## config.mk

```make
export PLATFORM = sky130hd
export DESIGN_NAME = pack_stream_to_1d_array
export DESIGN_NICKNAME = d
export VERILOG_FILES = /design/src/rtl/pack_stream_pkg.sv /design/src/rtl/pack_col_counter.sv /design/src/rtl/pack_stream_to_1d_array.sv
export SDC_FILE = /design/constraint.sdc
export NUM_CORES = 1
export LEC_CHECK = 0
export BUFFER_PORTS_ARGS = -buffer_cell sky130_fd_sc_hd__buf_2
export CAP_MARGIN = 10
export CORE_MARGIN = 2
export CORE_UTILIZATION = 25
export DETAILED_ROUTE_END_ITERATION = 7
export HOLD_SLACK_MARGIN = 0.08
export PLACE_DENSITY_LB_ADDON = 0.05
export REMOVE_ABC_BUFFERS = 1
export SETUP_SLACK_MARGIN = 0.2
export SYNTH_ARGS = -nofsm -noshare
export SYNTH_HDL_FRONTEND = slang
export SYNTH_SLANG_ARGS = --single-unit
```

## constraint.sdc

```tcl
create_clock -name clk -period 3.4 [get_ports clk]
set_clock_uncertainty 0.1 [all_clocks]
set_input_delay 0.34 -clock clk [delete_from_list [all_inputs] [get_ports clk]]
set_output_delay 0.34 -clock clk [all_outputs]
set_load 0.03 [all_outputs]
```

## src/rtl/pack_stream_pkg.sv

```systemverilog
// Shared definitions for the streaming element packer: index-width helper,
// column index type and packed word width.
package pack_stream_pkg;

    localparam int DEF_BIT_WIDTH = 4;
    localparam int DEF_COLS      = 8;

    // Index width with a floor of one bit so a single-column build still has a port.
    function automatic int idx_w(input int n);
        return (n > 1) ? $clog2(n) : 1;
    endfunction

    function automatic int word_w(input int bit_width, input int cols);
        return bit_width * cols;
    endfunction

    localparam int PACK_WIDTH = DEF_COLS * DEF_BIT_WIDTH;

    typedef logic [idx_w(DEF_COLS)-1:0] col_idx_t;
    typedef logic [PACK_WIDTH-1:0]      pack_word_t;

endpackage

```

## src/rtl/pack_col_counter.sv

```systemverilog
// Column index for the packer: advances on every accepted element, returns to
// zero on a closing element or after the last column.
module pack_col_counter
    import pack_stream_pkg::*;
#(
    parameter int COLS = DEF_COLS,
    parameter int CW   = idx_w(COLS)
) (
    input  logic          clk,
    input  logic          rst_n,
    input  logic          advance,
    input  logic          close,
    output logic [CW-1:0] col
);

    // NOTE: state registers use non-blocking assignments so every flop samples
    // the pre-edge value of its inputs, regardless of block ordering.
    always_ff @(posedge clk or negedge rst_n) begin
        if (!rst_n) begin
            col <= '0;
        end else if (advance) begin
            if (close || (col == CW'(COLS - 1)))
                col <= '0;
            else
                col <= col + CW'(1);
        end
    end

endmodule

```

## src/rtl/pack_stream_to_1d_array.sv

```systemverilog
// Streaming packer: gathers COLS elements of BIT_WIDTH bits into one flat word
// (column 0 in the LSBs). Define PACK_LAST_EN to add in_last / out_count.
module pack_stream_to_1d_array
    import pack_stream_pkg::*;
#(
    parameter int BIT_WIDTH = DEF_BIT_WIDTH,
    parameter int COLS      = DEF_COLS
) (
    input  logic                          clk,
    input  logic                          rst_n,
    input  logic [BIT_WIDTH-1:0]          in_data,
    input  logic                          in_valid,
    output logic                          in_ready,
`ifdef PACK_LAST_EN
    input  logic                          in_last,
    output logic [$clog2(COLS+1)-1:0]     out_count,
`endif
    output logic [COLS*BIT_WIDTH-1:0]     out,
    output logic                          out_valid,
    input  logic                          out_ready
);

    localparam int PW = word_w(BIT_WIDTH, COLS);
    localparam int CW = idx_w(COLS);

    logic [CW-1:0] col;
    logic          closing;
    logic          in_fire;
    logic          out_fire;
    logic [PW-1:0] load_word;

`ifdef PACK_LAST_EN
    localparam int NW = $clog2(COLS + 1);
    assign closing = (col == CW'(COLS - 1)) || in_last;
`else
    assign closing = (col == CW'(COLS - 1));
`endif

    // Only a closing element needs the output register; partial elements never stall.
    assign in_ready = !closing || !out_valid || out_ready;
    assign in_fire  = in_valid && in_ready;
    assign out_fire = out_valid && out_ready;

    pack_col_counter #(
        .COLS (COLS),
        .CW   (CW)
    ) u_col_counter (
        .clk     (clk),
        .rst_n   (rst_n),
        .advance (in_fire),
        .close   (closing),
        .col     (col)
    );

    generate
        if (COLS > 1) begin : g_acc
            logic [(COLS-1)*BIT_WIDTH-1:0] acc;

            always_ff @(posedge clk or negedge rst_n) begin
                if (!rst_n) begin
                    acc <= '0;
                end else if (in_fire) begin
                    if (closing)
                        acc <= '0;
                    else
                        acc[int'(col)*BIT_WIDTH +: BIT_WIDTH] <= in_data;
                end
            end

            // Unfilled slots of acc are zero, so an early close leaves upper columns zero.
            // NOTE: every variable in a combinational block gets a default first, so
            // no path through the block can leave it unassigned and infer a latch.
            always_comb begin
                load_word = '0;
                load_word[(COLS-1)*BIT_WIDTH-1:0] = acc;
                load_word[int'(col)*BIT_WIDTH +: BIT_WIDTH] = in_data;
            end
        end else begin : g_no_acc
            assign load_word = in_data;
        end
    endgenerate

    always_ff @(posedge clk or negedge rst_n) begin
        if (!rst_n) begin
            out       <= '0;
            out_valid <= 1'b0;
        end else if (in_fire && closing) begin
            out       <= load_word;
            out_valid <= 1'b1;
        end else if (out_fire) begin
            out_valid <= 1'b0;
        end
    end

`ifdef PACK_LAST_EN
    always_ff @(posedge clk or negedge rst_n) begin
        if (!rst_n)
            out_count <= '0;
        else if (in_fire && closing)
            out_count <= NW'(col) + NW'(1);
    end
`endif

endmodule

```

==> metrics <==
pwr dens=around 940 nW/µm²; Slew @ Worst Pin=between 1 and 1.5 ns; Slew headroom=approximately a quarter; # nets final=391; GR Util met2=just over 20%; die height=between 100 and 150 µm; largest net degree at the start of global routing=44; DR pass1 iterations=4; Top Ports=42; ratio of cells with drive above 1 in the final layout=18.1%; die area=13,900 µm²; vias per cell=4.74; Yosys top cell by area=dfrtp_1; Hold Path Class=primary input to register; busiest metal layer after global routing=met2; RSZ-0062 raised after global routing=false; met1 Use GR=between 10% and 20%; cts repair resizes=0; most frequent cells in the layout=dfrtp_1 (64), nand2_1 (55), buf_2 (41); post-layout min period=slightly below 3 ns; critical path type=register to register; antenna violations before repair=0; GP Congestion=approximately 0.75; status=completed; diodes inserted=0; synthesized area per cell=9.56 µm²; width of the die=118 µm; Worst-path clk slew=~0.050 ns; hpwl dp=between 6 and 7 mm; vias in the first global route=2,596; final hold violation count=0; clk_lat worst skew=between 0.3 and 0.4 ns; final wirelength=9.04 mm; setup TNS=0 ns; FF+latch count, synth=64; Worst EP required=3.55 ns; worst-path fanout max=10; period utilisation layout=between 80% and 90%; Clock Sinks=between 60 and 70; port bufs=between 40 and 50; CTS max path bufs=2; Syn Std Cell Area=around 3200 µm²; CTS buffer count=9; initial core utilization=25.7%; drt wl/cell=around 16 µm; Final Util=31.0%; total gr overflow=0; number of H-tree levels=3; leakage power=around 1.7 nW; GR Util met3=under 10%; IR drop worst, VDD=278 µV; Post-synth ARST share=100%; fin area=3910 µm²; CTS tree=yes; Residual DRC=0; top cells by area, synth=dfrtp_1 (49%), nand2_1 (6.4%), o21ai_0 (5.4%), nor2_1 (3.2%), mux2i_1 (3.1%); Critical Path Sink Type=register; antenna-violating nets left=0; root buf cell=clkbuf_16; final non-filler cell total=between 500 and 600; Starting DRT DRC Count=between 150 and 200; Fillers=between 1,000 and 1,500; commonest non-fill, non-tap cell in the layout=dfrtp_1; row count=41; Synth top area share=49.4%; Top FF cell, synth=dfrtp_1; Slew Viols, Final=0; Syn-to-layout area delta=20.5%; CP startpoint kind=register; placed cells=approximately 540; max-cap check violation count=0; critical path arrival=around 3.0 ns; vias=~2,600; Post-synth EDFFs=0; f_max=between 300 and 400 MHz; dpl cell area=~3600 µm²; Final setup viols=0; Gate Count Post-Synth=between 300 and 400; total track usage=between 10% and 20%; core area=approximately 13,000 µm²; Reg2Reg Setup Slack=0.52 ns; register area share after synthesis=roughly half; Yosys warnings=0; post-synth cell types=between 40 and 50; first-pass GRT wire length=~15 mm
-- synth_stat cells, types with 2 or more instances --
| cell | instances |
|---|---|
| nor2b_1 | 10 |
| dfrtp_1 | 64 |
| nand2_1 | 55 |
| a221oi_1 | 3 |
| mux2i_1 | 10 |
| or3_1 | 2 |
| a221o_1 | 2 |
| inv_1 | 6 |
| nand2b_1 | 3 |
| o31ai_1 | 5 |
| a22o_1 | 7 |
| nor3_1 | 3 |
| a22oi_1 | 9 |
| and3_1 | 3 |
| nand3_1 | 9 |
| o311ai_1 | 2 |
| o21ai_0 | 35 |
| nor2_1 | 28 |
| a31oi_1 | 11 |
| a21oi_1 | 4 |
| clkbuf_1 | 19 |
| a221oi_2 | 4 |
| ha_1 | 7 |
| and2_1 | 3 |
| nor3b_1 | 7 |
| a32oi_1 | 7 |
| buf_2 | 5 |
-- kinds of logic (layout without fill, tap and decap cells) --
group	count (synthesis)	count (layout)	share of synthesized area [%]
buffers and inverters	33	75	4.36
muxes	10	10	3.09
AOI/OAI and AO/OA	94	94	20.6
adders and majority gates	7	7	2.70
and+or+nand+nor	131	131	19.8
DFF	64	64	49.4
-- report_power, final --
| part | internal [mW] | switching, mW | leakage [nW] |
|---|---|---|---|
| clock | 0.515 | 0.328 | 0.125 |
| sequential | 1.06 | 0.202 | 0.703 |
| combinational | 0.557 | 1.00 | 0.910 |
-- worst paths after layout --
path | start | endpoint | cells after the start
worst max-delay path | u_col_counter.col[1] | g_acc.acc[2] | 7
worst min-delay path | out_ready | out_valid | 3
worst max register to register | u_col_counter.col[1] | g_acc.acc[2] | 7
worst min register to register | out[18] | out[18] | 2
max in group asynchronous | rst_n | u_col_counter.col[1] | 3
min in group asynchronous | rst_n | out[27] | 2
-- state kept, by name (all words and copies together) (netlist names) --
name,flops
out,32
g_acc.acc,28
u_col_counter.col,3
out_valid,1
-- per-layer routing --
layer	vias to the layer above	share of wire (%)
met5	-	0
li1	1296	-
met1	1270	49
met3	14	3.9
met4	0	1.8
met2	43	45
-- area by class of cell --
cell class / count / area, µm² / area share, %
Sequential cell: 64 / 1600 / 41.0
Multi-Input combinational cell: 242 / 1500 / 38.4
Timing Repair Buffer: 52 / 303 / 7.75
Clock buffer: 16 / 262 / 6.69
Tap cell: 172 / 215 / 5.51
Inverter: 7 / 26.3 / 0.673
-- per-stage QoR --
stage / hold slack (ns) / power [mW] / setup slack, ns
after floorplan: -0.0556 / 2.37 / 0.222
after detailed placement: 0.341 / 2.85 / 0.543
after CTS: 0.220 / 3.72 / 0.539
after global routing: 0.251 / 3.96 / 0.272
final: 0.233 / 3.67 / 0.517
after global placement: 0.344 / 2.84 / 0.585
-- critical path: stages (launching register included) --
cell	delay, ns
dfrtp_1	0.53
inv_1	0.14
ha_1	0.22
ha_1	0.29
or4b_4	0.57
nor4b_1	0.60
a32oi_1	0.18
o21ai_0	0.17
-- timing repair --
| action | 4_1_cts | 5_1_grt |
|---|---|---|
| buffers inserted | 0 | 0 |
| hold endpoints to repair | 27 | 0 |
| hold buffers | 1 | 0 |
No activity file was read; power rests on OpenSTA's default activity.
